<file path="src/rtl/shift_add_multiplier_16_pkg.sv">
// Shared constants and state encoding for the shift-add multiplier.
package mult_pkg;
    localparam int WIDTH = 16;
    localparam int ITER  = 16;
    localparam int CNT_W = 5;

    typedef logic [1:0] state_t;
    localparam state_t S_IDLE = 2'd0;
    localparam state_t S_RUN  = 2'd1;
    localparam state_t S_DONE = 2'd2;
endpackage

</file>
<file path="src/rtl/shift_add_multiplier_16_if.sv">
// Start/done handshake and operand/result bus of the multiplier.
interface shift_add_multiplier_16_if;
    import mult_pkg::*;

    logic                 start;
    logic [WIDTH-1:0]     a;
    logic [WIDTH-1:0]     b;
    logic                 busy;
    logic                 done;
    logic [2*WIDTH-1:0]   product;

    modport master (output start, a, b, input busy, done, product);
    modport slave  (input start, a, b, output busy, done, product);
endinterface

</file>
<file path="src/rtl/shift_add_multiplier_16_adder.sv">
// 16-bit ripple-carry adder shared with the ALU; c14 is the carry into the MSB.
module ripple_adder_16
    import mult_pkg::*;
(
    input  logic [WIDTH-1:0] a,
    input  logic [WIDTH-1:0] b,
    input  logic             cin,
    output logic [WIDTH-1:0] sum,
    output logic             cout,
    output logic             c14
);
    always_comb begin
        logic carry;
        carry = cin;
        sum   = '0;
        c14   = 1'b0;
        for (int i = 0; i < WIDTH; i++) begin
            sum[i] = a[i] ^ b[i] ^ carry;
            if (i == WIDTH - 1) c14 = carry;
            carry = (a[i] & b[i]) | (carry & (a[i] ^ b[i]));
        end
        cout = carry;
    end
endmodule

</file>
<file path="src/rtl/shift_add_multiplier_16.sv">
// Multi-cycle unsigned 16x16->32 multiplier: one conditional add plus right shift per cycle.
//   state  | meaning
//   S_IDLE | waiting for start; operands latched on accept
//   S_RUN  | 16 add/shift iterations, busy=1
//   S_DONE | one-cycle done pulse, product valid
module shift_add_multiplier_16
    import mult_pkg::*;
(
    input  logic                     clk,
    input  logic                     reset,
    shift_add_multiplier_16_if.slave bus
);
    state_t               state;
    logic [WIDTH-1:0]     mcand;
    logic [WIDTH-1:0]     addend;
    logic [WIDTH-1:0]     sum;
    logic [2*WIDTH-1:0]   acc;
    logic [2*WIDTH-1:0]   acc_next;
    logic [2*WIDTH-1:0]   product_q;
    logic [CNT_W-1:0]     count;
    logic                 cout;
    logic                 c14_unused;

    assign addend = mcand & {WIDTH{acc[0]}};

    ripple_adder_16 u_adder (
        .a    (acc[2*WIDTH-1:WIDTH]),
        .b    (addend),
        .cin  (1'b0),
        .sum  (sum),
        .cout (cout),
        .c14  (c14_unused)
    );

    // Carry lands in bit 31 so the full 32-bit product is preserved.
    assign acc_next = {cout, sum, acc[WIDTH-1:1]};

    always_ff @(posedge clk or posedge reset) begin
        if (reset) begin
            state     <= S_IDLE;
            mcand     <= '0;
            acc       <= '0;
            count     <= '0;
            product_q <= '0;
        end else begin
            case (state)
                S_IDLE: begin
                    if (bus.start) begin
                        mcand <= bus.a;
                        acc   <= {{WIDTH{1'b0}}, bus.b};
                        count <= '0;
                        state <= S_RUN;
                    end
                end
                S_RUN: begin
                    acc   <= acc_next;
                    count <= count + CNT_W'(1);
                    if (count == CNT_W'(ITER - 1)) begin
                        product_q <= acc_next;
                        state     <= S_DONE;
                    end
                end
                S_DONE:  state <= S_IDLE;
                default: state <= S_IDLE;
            endcase
        end
    end

    assign bus.busy    = (state == S_RUN);
    assign bus.done    = (state == S_DONE);
    assign bus.product = product_q;
endmodule

</file>
<file path="src/flat_wrapper.sv">
// flat-port wrapper written by rule: the top's interface ports become plain ports
module shift_add_multiplier_16_flat import mult_pkg::*;
  (clk, reset, bus_start, bus_a, bus_b, bus_busy, bus_done, bus_product);
  shift_add_multiplier_16_if bus_i ();
  input  logic clk;
  input  logic reset;
  input wire logic [$bits(bus_i.start)-1:0] bus_start;
  input wire logic [$bits(bus_i.a)-1:0] bus_a;
  input wire logic [$bits(bus_i.b)-1:0] bus_b;
  output wire logic [$bits(bus_i.busy)-1:0] bus_busy;
  output wire logic [$bits(bus_i.done)-1:0] bus_done;
  output wire logic [$bits(bus_i.product)-1:0] bus_product;
  assign bus_i.start = bus_start;
  assign bus_i.a = bus_a;
  assign bus_i.b = bus_b;
  assign bus_busy = bus_i.busy;
  assign bus_done = bus_i.done;
  assign bus_product = bus_i.product;
  shift_add_multiplier_16 u_core (.clk(clk), .reset(reset), .bus(bus_i));
endmodule
</file>
<file path="config.mk">
export PLATFORM = sky130hd
export DESIGN_NAME = shift_add_multiplier_16_flat
export DESIGN_NICKNAME = d
export VERILOG_FILES = /design/src/rtl/shift_add_multiplier_16_pkg.sv /design/src/rtl/shift_add_multiplier_16_if.sv /design/src/rtl/shift_add_multiplier_16_adder.sv /design/src/rtl/shift_add_multiplier_16.sv /design/src/flat_wrapper.sv
export SDC_FILE = /design/constraint.sdc
export NUM_CORES = 1
export LEC_CHECK = 0
export ABC_AREA = 1
export CAP_MARGIN = 20
export CORE_UTILIZATION = 55
export CTS_CLUSTER_SIZE = 40
export DETAILED_ROUTE_END_ITERATION = 10
export PLACE_DENSITY = 0.83
export SLEW_MARGIN = 0
export SYNTH_ARGS = -nofsm -noshare
export SYNTH_HDL_FRONTEND = slang
export SYNTH_SLANG_ARGS = --single-unit
</file>
<file path="constraint.sdc">
create_clock -name clk -period 11.1 [get_ports clk]
set_input_delay 1.665 -clock clk [delete_from_list [all_inputs] [get_ports clk]]
set_output_delay 1.665 -clock clk [all_outputs]
set_load 0.005 [all_outputs]
</file>
Word-level counts from Yosys, hierarchy flattened:

Cells that the tools add are included.

* mux-type cells: 7
* reductions and logical operators: 6
* eq/ne operators: 5
* add/subtract/negate cells: 1
* bitwise operators: 78

Operators by type and width (number)
* $pmux W32 S2: 1
* $mux W32: 1
* $and A1 B1 Y1: 31
* $xor A1 B1 Y1: 31
* $and A16 B16 Y16: 1
* $or A1 B1 Y1: 15
* $pmux W5 S2: 1
* $reduce_and A2 Y1: 4
* $add A5 B1 Y5 const B: 1
* $eq A5 B4 Y1 const B: 1
* $mux W5: 1
* $mux W2: 2
* $pmux W2 S2: 1
* $eq A2 B1 Y1 const B: 1
* $eq A2 B2 Y1 const B: 1
* $logic_not A2 Y1: 1
* $ne A2 B1 Y1 const B: 1
* $ne A2 B2 Y1 const B: 1
* $reduce_bool A2 Y1: 1

* word-level logic and storage cells: 102
* output and inout bits: 34
* input port bits: 35
* bits in registers: 87

Logic depth before layout (Yosys ltp):

Gate-level depths: netlist (run 1).

* depth after elaboration: 33
* mapped depth: 21
* gate-level depth less buffers: 20

Cells and area by module:

From an unflattened synthesis (run 1), not the netlist that was laid out.

* cell total of the unflattened synthesis: 459
* area, all modules: 3987.6 sq um

By module, submodules not included
* shift_add_multiplier_16: cells an instance 433, area each 3629.7 sq um, instances 1, seq. area each 2177.1 sq um
* ripple_adder_16: cells an instance 26, area each 357.8 sq um, instances 1, seq. area each 0.0 sq um

Worst setup path before layout (run 1):

OpenSTA, ideal clock, no wires.

* path kind: reg2reg
* start point: register u_core.acc[0]
* end point: register u_core.acc[30]
* path slack: 3.562 ns
* arrival: 7.407 ns
* library setup time: 0.130 ns
* cell stages (with the launch flop): 20
* clock period less this slack: 7.538 ns
* buffers on the path: 2
* data required time: 10.970 ns
* path through: dfrtp_1 -> clkbuf_1 -> clkbuf_1 -> nand2_1 -> fa_1 -> fa_1 -> fa_1 -> fa_1 -> fa_1 -> fa_1 -> fa_1 -> fa_1 -> fa_1 -> fa_1 -> fa_1 -> fa_1 -> fa_1 -> fa_1 -> fa_1 -> o22ai_1

* longest elaborated chain between the ends: 32
* elaborated cells on any way between the ends: 61
* classes of those cells: mux (1); bitwise (60)

Ends and longest elaborated chain
* start: declaration: RTL line shift_add_multiplier_16.sv:17 `logic [2*WIDTH-1:0] acc;`
* start signal: assignment: RTL line shift_add_multiplier_16.sv:50 `acc <= {{WIDTH{1'b0}}, bus.b};`
* start signal: assignment: RTL line shift_add_multiplier_16.sv:56 `acc <= acc_next;`
* $and A16 B16 Y16 (*): RTL line shift_add_multiplier_16.sv:24 `assign addend = mcand & {WIDTH{acc[0]}};`
* $and A1 B1 Y1 or $xor A1 B1 Y1 (tied branches): RTL line shift_add_multiplier_16_adder.sv:20 `carry = (a[i] & b[i]) | (carry & (a[i] ^ b[i]));`
* $and A1 B1 Y1: RTL line shift_add_multiplier_16_adder.sv:20
* $or A1 B1 Y1: RTL line shift_add_multiplier_16_adder.sv:20
* $and A1 B1 Y1: RTL line shift_add_multiplier_16_adder.sv:20
* $or A1 B1 Y1: RTL line shift_add_multiplier_16_adder.sv:20
* $and A1 B1 Y1: RTL line shift_add_multiplier_16_adder.sv:20
* $or A1 B1 Y1: RTL line shift_add_multiplier_16_adder.sv:20
* [16 not listed]
* $and A1 B1 Y1: RTL line shift_add_multiplier_16_adder.sv:20
* $or A1 B1 Y1: RTL line shift_add_multiplier_16_adder.sv:20
* $and A1 B1 Y1: RTL line shift_add_multiplier_16_adder.sv:20
* $or A1 B1 Y1: RTL line shift_add_multiplier_16_adder.sv:20
* $and A1 B1 Y1: RTL line shift_add_multiplier_16_adder.sv:20
* $or A1 B1 Y1: RTL line shift_add_multiplier_16_adder.sv:20
* $xor A1 B1 Y1 (*): RTL line shift_add_multiplier_16_adder.sv:18 `sum[i] = a[i] ^ b[i] ^ carry;`
* $pmux W32 S2 (*): RTL line shift_add_multiplier_16.sv:46 `case (state)`

Mark *: on every way between the ends. The rest lies on a longest branch, timed or not.
A chain may end at the register's enable or synchronous reset.

Worst setup path after layout (run 1):

Ends and elaborated chain as after synthesis.

==> results of run 1 <==
==> power groups by stage <==
| stage | combinational, mW | clock (mW) | sequential [mW] |
|---|---|---|---|
| 6_report | 0.464 | 0.236 | 0.532 |
| 5_1_grt | 0.516 | 0.251 | 0.550 |
| 4_1_cts | 0.465 | 0.237 | 0.531 |
| 3_5_place_dp | 0.456 | 0 | 0.535 |
| 3_3_place_gp | 0.437 | 0 | 0.529 |
| 2_1_floorplan | 0.287 | 0 | 0.517 |
==> flip-flops by register name, indices dropped and copies added (netlist names) <==
name	flops
u_core.acc	32
u_core.bus.product	32
u_core.mcand	16
u_core.count	5
u_core.state	2
==> area by class of cell <==
class | count | area, um2
inverter | 24 | 91.3
timing repair buffer | 72 | 723
clock buffer | 11 | 141
fill | 441 | 1780
clock inverter | 4 | 70.1
multi-input combinational | 268 | 1410
tap | 77 | 96.3
sequential | 87 | 2180
==> layer usage <==
layer | vias up | track usage (%)
met5 | - | 0
met2 | 122 | 36.1
li1 | 1389 | -
met3 | 13 | 3.50
met4 | 0 | 10.0
met1 | 1418 | 34.6
==> through the flow <==
step	power (mW)	utilization (%)	instances	area, um2
after global routing	1.32	72.5	543	4710
after CTS	1.23	72.2	542	4690
after global placement	0.965	69.0	527	4480
after detailed placement	0.991	69.0	527	4480
final	1.23	72.5	543	4710
after floorplan	0.804	-	400	3790
==> cell usage after synthesis, drive strengths merged <==
cell type | number | area [um2]
nand2 | 170 | 641
dfrtp | 87 | 2180
nand3 | 38 | 190
inv | 24 | 90.1
o21ai | 19 | 110
buf | 17 | 101
o22ai | 16 | 100
fa | 15 | 300
nor2 | 5 | 21.3
clkbuf | 4 | 15.0
ha | 3 | 37.5
a21oi | 1 | 5.00
nand4 | 1 | 6.26
==> worst reg2reg max path: stages, from the launching register on <==
cell,delay [ns]
dfrtp_1,0.62
nand2_1,0.09
inv_1,0.07
ha_1,0.13
inv_1,0.05
fa_1,0.42
fa_1,0.43
fa_1,0.42
fa_1,0.45
fa_1,0.43
fa_1,0.43
fa_1,0.43
fa_1,0.44
fa_1,0.45
fa_1,0.43
fa_1,0.43
fa_1,0.45
fa_1,0.43
fa_1,0.43
fa_1,0.54
o22ai_1,0.09
==> logic make-up after synthesis <==
group / Yosys count / synth area share, %
and+or+nand+nor: 214 / 22.6
buffers and inverters: 45 / 5.44
AOI/OAI and AO/OA: 36 / 5.67
adders and majority gates: 18 / 8.90
DFF: 87 / 57.4
==> path summary, 6_finish.rpt <==
| kind | to | slack, ns | cells after the start |
|---|---|---|---|
| worst max-delay path | u_core.acc[30] | 3.31 | 20 |
| max in group asynchronous | u_core.mcand[0] | 8.71 | 4 |
| worst max register to register | u_core.acc[30] | 3.31 | 20 |
| worst min register to register | u_core.mcand[0] | 0.48 | 2 |
| min in group asynchronous | u_core.bus.product[13] | 1.79 | 3 |
| worst min-delay path | u_core.mcand[0] | 0.48 | 2 |
==> metrics.cfg, run 1 <==
[outcome]
status=complete, no violations

[hold_path]
holdCritPathClass=reg2reg
min_from=u_core.mcand[0]

[clock_tree]
tritoncts_clock_tree=built
numCtsBuffers=9
cts.htree.levels=3
cts_root_buffer=clkbuf_8
cts.sinks=87
cts_hold_bufs=0
post_cts_buffers=0
clock_path_buffers=2
worst_setup_hold_path_clk_slew_ns=0.08
clk_latency_ns=0.35
postCtsResizedCells=0

[cells_and_area]
layout-drive-gt1-share_pct=6.22
syn2layout_area_growth_pct=24.1
antennaDiodeCount=0
leading_cell_type_in_the_layout_fill_and_taps_excluded=nand2_1
mostFrequentLayoutCells=nand2_1 (169), dfrtp_1 (87), clkdlybuf4s50_1 (68)
num-nets-final=515

[logic_synthesis]
post_synth_num_cell_types=21
syn-cell-area_mm2=0.00379
yosys_warnings=0
synth-seq-area-share_pct=57.4
synthesis.area_per_instance_um2=9.49
synth_cells=400
synth.net_count=453
postSynthRegisterBits=87

[routing]
wl_per_cell_um=14.7
drc_errors=0
route.final.wire_length_um=7970
drt-met1-wl_um=3480
first_iter_violations=211
drt_pre_antenna_iters=5
antenna_violating_nets_post_route=0
met3_wl_post_dr_um=524
met2_wirelength_um=3820
vias=2942
post_drt_via_cell_ratio=5.42
top_signal_layer_used=met4

[setup_path]
worst-path-max-fanout=17
largest_delay_contributor_family_on_the_critical_path=adder cells
cpMaxStageDelayCell=dfrtp_1
worst_path_largest_cell_delay_ns=0.62
worstSetupStartpoint=u_core.acc[0]
crit_buf_inv=2
critical_path.reg2reg.startpoint=u_core.acc[0]
setup.worst_path.class=reg2reg
worst-endpoint-required_ns=11.30
crit_path_cell_trace=nand2_1 -> inv_1 -> ha_1 -> inv_1 -> fa_1 -> fa_1 -> fa_1 -> fa_1 -> fa_1 -> fa_1 -> fa_1 -> fa_1 -> fa_1 -> fa_1 -> fa_1 -> fa_1 -> fa_1 -> fa_1 -> fa_1 -> o22ai_1
worstSetupEndpointType=flop
cp-start-kind=flop
critPathArrivalTime_ns=7.99
path_common_cell=fa_1

[sta]
report.final.hold_viol_count=0
period_share_pct=70.2
setup_viol=0
post-route-min-period_ns=7.79
finalSetupTns_ns=0
timing.final.max_slew_violations=0
final_worst_slack_ns=3.31
rsz0062_at_grt=false
final.setup_skew_ns=0.0116
slew_headroom_pct=38.9
max_freq_mhz=128
tightestPinTransition_ns=0.913
whs_ns=0.476

[power_and_ir_drop]
vdd.ir_drop.worst_mv=0.116
internal_power_mw=0.801
p_seq_share_pct=43.2
clock_power_share_pct=19.2
p_per_area_mw_per_mm2=262
power_switching_mw=0.432
power_frac_comb_pct=37.7
p_leak_nw=2.17
swShare_pct=35.0

[placed_design]
place_congestion=0.835
detailedPlacementHpwl_um=5380
post-place-ws_ns=3.32
io_buffer_count=68

[die]
io_pins=69
die_extent_in_y_um=85.1
fp.dieW_um=85.1
floorplan.initialDensity_pct=58.4
die_area_mm2=0.00724
std_cell_rows=29
design.core.area_mm2=0.00649

[grt]
grt_antenna_before_repair=0
grt_pass1_wl_um=13300
groute.usage.overall_pct=23.7
first_global_vias=2854
grt_max_degree=88
grt_overflow=0

[job]
max-cap-violations=0

Note: power is estimated with default switching activity, not from simulation.
==> run 2: changes to the inputs <==
CORE_UTILIZATION = 52   (was 55)
PLACE_DENSITY = 0.79   (was 0.83)
clock period = 8 ns   (was 11.1 ns; I/O delays follow)
==> metrics.cfg, run 2 (synthesis gave the netlist of run 1 again) <==
[outcome]
status=complete, no violations

[grt]
first_global_vias=2797
grt.busiest_layer=met2
grt_antenna_before_repair=0
grt_use_met1_pct=32.7
grt_pass1_wl_um=13100
met3_usage_pct=5.12
groute.usage.overall_pct=22.6
grt_max_degree=88
global_route.usage.met2_pct=33.9
grt_overflow=0

[setup_path]
worstSetupEndpointType=flop
reg2regPathDepth=18
endpoint_of_the_worst_slack_reg_to_reg_timing_path=u_core.bus.product[30]
worst-endpoint-required_ns=8.21
setup.worst_path.class=reg2reg
worst-path-max-fanout=16
largest_delay_contributor_family_on_the_critical_path=adder cells
crit_buf_inv=1
critical_path.reg2reg.startpoint=u_core.acc[0]
worst_path_largest_cell_delay_ns=0.53
reg2reg_setup_slack_ns=0.47
cpMaxStageDelayCell=fa_1
crit_path_cell_trace=buf_4 -> nand2_1 -> fa_1 -> fa_1 -> fa_1 -> fa_1 -> fa_1 -> fa_1 -> fa_1 -> fa_1 -> fa_1 -> fa_1 -> fa_1 -> fa_1 -> fa_1 -> fa_1 -> fa_1 -> o21ai_0
cp-start-kind=flop
path_common_cell=fa_1
critPathArrivalTime_ns=7.74

[clock_tree]
cts.sinks=87
cts_root_buffer=clkbuf_8
worst_setup_hold_path_clk_slew_ns=0.09
numCtsBuffers=9
clk_latency_ns=0.36
cts_hold_bufs=0
postCtsResizedCells=0
post_cts_buffers=0
clock_path_buffers=2
cts.htree.levels=3
tritoncts_clock_tree=built

[routing]
vias=2919
route.final.wire_length_um=7800
first_iter_violations=223
drc_errors=0
wl_per_cell_um=13.8
drt_pre_antenna_iters=6
antenna_violating_nets_post_route=0
post_drt_via_cell_ratio=5.18

[die]
std_cell_rows=30
floorplan.initialDensity_pct=54.9
die_area_mm2=0.00764
design.core.area_mm2=0.00691
die_extent_in_y_um=87.4
fp.dieW_um=87.4
io_pins=69

[power_and_ir_drop]
report.power.total_mw=1.72
p_leak_nw=2.18
vdd.ir_drop.worst_mv=0.178
p_per_area_mw_per_mm2=361

[sta]
final.setup_skew_ns=0.0105
timing.final.max_slew_violations=0
slew_headroom_pct=39.9
period_share_pct=94.1
report.final.hold_viol_count=0
max_freq_mhz=133
tightestPinTransition_ns=0.899
rsz0062_at_grt=false
post-route-min-period_ns=7.53
finalSetupTns_ns=0
setup_viol=0

[cells_and_area]
leading_cell_type_in_the_layout_fill_and_taps_excluded=nand2_1
layout-drive-gt1-share_pct=6.84
num-nets-final=516
post-route-util_pct=69.0
finish.cell_count_without_fillers=564
mostFrequentLayoutCells=nand2_1 (169), dfrtp_1 (87), clkdlybuf4s50_1 (68)
antennaDiodeCount=0
syn2layout_area_growth_pct=25.6

[placed_design]
io_buffer_count=68
place_inst=547
detailedPlacementHpwl_um=5390
place_congestion=0.828

[job]
max-cap-violations=0

[hold_path]
holdCritPathClass=reg2reg
end_of_the_worst_hold_path=u_core.mcand[2]
hold_depth=2
min_from=u_core.mcand[2]

run 2: through the flow:
step | worst slack, ns | hold WS [ns] | instance area [um2]
after CTS | 0.426 | 0.480 | 4740
after detailed placement | 0.468 | 0.459 | 4510
after global placement | 0.591 | 0.459 | 4510
after floorplan | 0.462 | 0.442 | 3790
after global routing | 0.200 | 0.504 | 4760
final | 0.469 | 0.475 | 4760
run 2: worst max path at each step:
stage | end | start | cells after the start | slack, ns
after floorplan | u_core.acc[30] | u_core.acc[0] | 19 | 0.46
after CTS | u_core.bus.product[30] | u_core.acc[0] | 18 | 0.43
after detailed placement | u_core.bus.product[30] | u_core.acc[0] | 18 | 0.47
after global routing | u_core.bus.product[30] | u_core.acc[0] | 18 | 0.20
final | u_core.bus.product[30] | u_core.acc[0] | 18 | 0.47
after global placement | u_core.bus.product[30] | u_core.acc[0] | 18 | 0.59
run 2: worst reg2reg max path: stages (launching register included):
cell     delay, ns
dfrtp_1       0.36
buf_4         0.20
nand2_1       0.10
fa_1          0.46
fa_1          0.43
fa_1          0.43
fa_1          0.44
fa_1          0.43
fa_1          0.44
fa_1          0.43
fa_1          0.45
fa_1          0.43
fa_1          0.43
fa_1          0.45
fa_1          0.45
fa_1          0.43
fa_1          0.42
fa_1          0.53
o21ai_0       0.08
run 2: per-layer routing:
layer	vias to the layer above	wire length, um
li1	1391	-
met3	13	427
met5	-	0
met1	1404	3470
met4	0	132
met2	111	3770
run 2: final cells by class:
type                    instances  area, um2
inverters                      24       91.3
clock buffers                   9        124
repair buffers                 73        738
multi-input cells             268       1410
fillers                       538       2140
well taps                      96        120
clock inverters                 7        103
flip-flops and latches         87       2180
run 2: where the power goes:
group | switching [mW] | internal (mW) | leakage, nW | total (mW)
combinational | 0.338 | 0.307 | 0.983 | 0.645
clock | 0.162 | 0.180 | 0.111 | 0.342
sequential | 0.107 | 0.624 | 1.09 | 0.731
total | 0.607 | 1.11 | 2.18 | 1.72
==> run 3: changes to the inputs <==
HOLD_SLACK_MARGIN = 0.12   (was default)
SLEW_MARGIN = 20   (was 0)
==> metrics.cfg, run 3 (synthesis gave the netlist of run 1 again) <==
[sta]
period_share_pct=94.1
whs_ns=0.475
setup_viol=0
max_freq_mhz=133
report.final.hold_viol_count=0
tightestPinTransition_ns=0.902
rsz0062_at_grt=false
final.setup_skew_ns=0.0101
finalSetupTns_ns=0
slew_headroom_pct=39.7
timing.final.max_slew_violations=0
post-route-min-period_ns=7.53

[cells_and_area]
syn2layout_area_growth_pct=24.9
layout-drive-gt1-share_pct=6.64
multi_input_area_mm2=0.00141
post-route-util_pct=68.6
antennaDiodeCount=0
leading_cell_type_in_the_layout_fill_and_taps_excluded=nand2_1
register_area_mm2=0.00218
fill_cells=541
layout.cell_area.non_filler_mm2=0.00474
mostFrequentLayoutCells=nand2_1 (169), dfrtp_1 (87), clkdlybuf4s50_1 (68)
num-nets-final=515

[setup_path]
crit_buf_inv=1
path_common_cell=fa_1
critPathArrivalTime_ns=7.73
worst-path-max-fanout=16
worst_path_largest_cell_delay_ns=0.53
worstSetupEndpointType=flop
setup.worst_path.class=reg2reg
largest_delay_contributor_family_on_the_critical_path=adder cells
cpMaxStageDelayCell=fa_1
cp-start-kind=flop
crit_path_cell_trace=buf_4 -> nand2_1 -> fa_1 -> fa_1 -> fa_1 -> fa_1 -> fa_1 -> fa_1 -> fa_1 -> fa_1 -> fa_1 -> fa_1 -> fa_1 -> fa_1 -> fa_1 -> fa_1 -> fa_1 -> o21ai_0
worst-endpoint-required_ns=8.21

[placed_design]
detailedPlacementHpwl_um=5390
detailed_place.area_mm2=0.00451
place_congestion=0.828
io_buffer_count=68

[routing]
drc_errors=0
wl_per_cell_um=13.9
route.final.wire_length_um=7800
post_drt_via_cell_ratio=5.13
vias=2890
first_iter_violations=240
antenna_violating_nets_post_route=0
drt_pre_antenna_iters=4

[clock_tree]
post_cts_buffers=0
cts_hold_bufs=0
cts.htree.levels=3
cts.sinks=87
cts_root_buffer=clkbuf_8
tritoncts_clock_tree=built
clk_latency_ns=0.36
postCtsResizedCells=0
worst_setup_hold_path_clk_slew_ns=0.09
clock_path_buffers=2
numCtsBuffers=9

[grt]
grt_max_degree=88
groute.usage.overall_pct=22.6
grt_overflow=0
grt_antenna_before_repair=0
grt_pass1_wl_um=13100
first_global_vias=2797

[outcome]
status=complete, no violations

[power_and_ir_drop]
p_leak_nw=2.17
vdd.ir_drop.worst_mv=0.179
p_per_area_mw_per_mm2=362
report.power.total_mw=1.72

[die]
fp.dieW_um=87.4
io_pins=69
std_cell_rows=30
die_area_mm2=0.00764
die_extent_in_y_um=87.4
design.core.area_mm2=0.00691
floorplan.initialDensity_pct=54.9

[job]
max-cap-violations=0

[hold_path]
holdCritPathClass=reg2reg

[run 3: worst paths after layout]
path | start | endpoint | slack, ns | cells after the start
setup / recovery | u_core.acc[0] | u_core.bus.product[30] | 0.47 | 18
hold / removal | u_core.mcand[2] | u_core.mcand[2] | 0.47 | 2
setup reg to reg | u_core.acc[0] | u_core.bus.product[30] | 0.47 | 18
hold reg to reg | u_core.mcand[2] | u_core.mcand[2] | 0.47 | 2
max in group asynchronous | reset | u_core.bus.product[3] | 6.11 | 3
min in group asynchronous | reset | u_core.bus.product[10] | 1.34 | 3
[run 3: final cells by class]
cell class                      instances  area share (%)
Inverter                               24            1.93
Multi-Input combinational cell        268            29.8
Clock inverter                          7            2.16
Clock buffer                            9            2.61
Timing Repair Buffer                   72            15.1
Tap cell                               96            2.53
Sequential cell                        87            45.9
[run 3: routing by layer]
metal / share of wire, % / global-route usage (%)
met3: 5.1 / 5.12
met4: 1.6 / 8.05
met5: 0 / 0
met1: 46 / 32.7
met2: 48 / 33.9
[run 3: worst reg2reg max path, stage by stage, from the launching register on]
cell	delay (ns)
dfrtp_1	0.36
buf_4	0.20
nand2_1	0.10
fa_1	0.46
fa_1	0.43
fa_1	0.43
fa_1	0.44
fa_1	0.44
fa_1	0.44
fa_1	0.43
fa_1	0.45
fa_1	0.43
fa_1	0.43
fa_1	0.45
fa_1	0.45
fa_1	0.43
fa_1	0.42
fa_1	0.53
o21ai_0	0.08
[run 3: where the power goes]
part | internal, mW | switching [mW] | leakage (nW)
combinational | 0.306 | 0.339 | 0.971
clock | 0.180 | 0.161 | 0.111
sequential | 0.624 | 0.107 | 1.09
[run 3: metrics by stage]
step / cells / setup WS [ns]
final: 563 / 0.474
after floorplan: 400 / 0.462
after CTS: 563 / 0.426
after global routing: 563 / 0.200
after global placement: 547 / 0.591
after detailed placement: 547 / 0.468
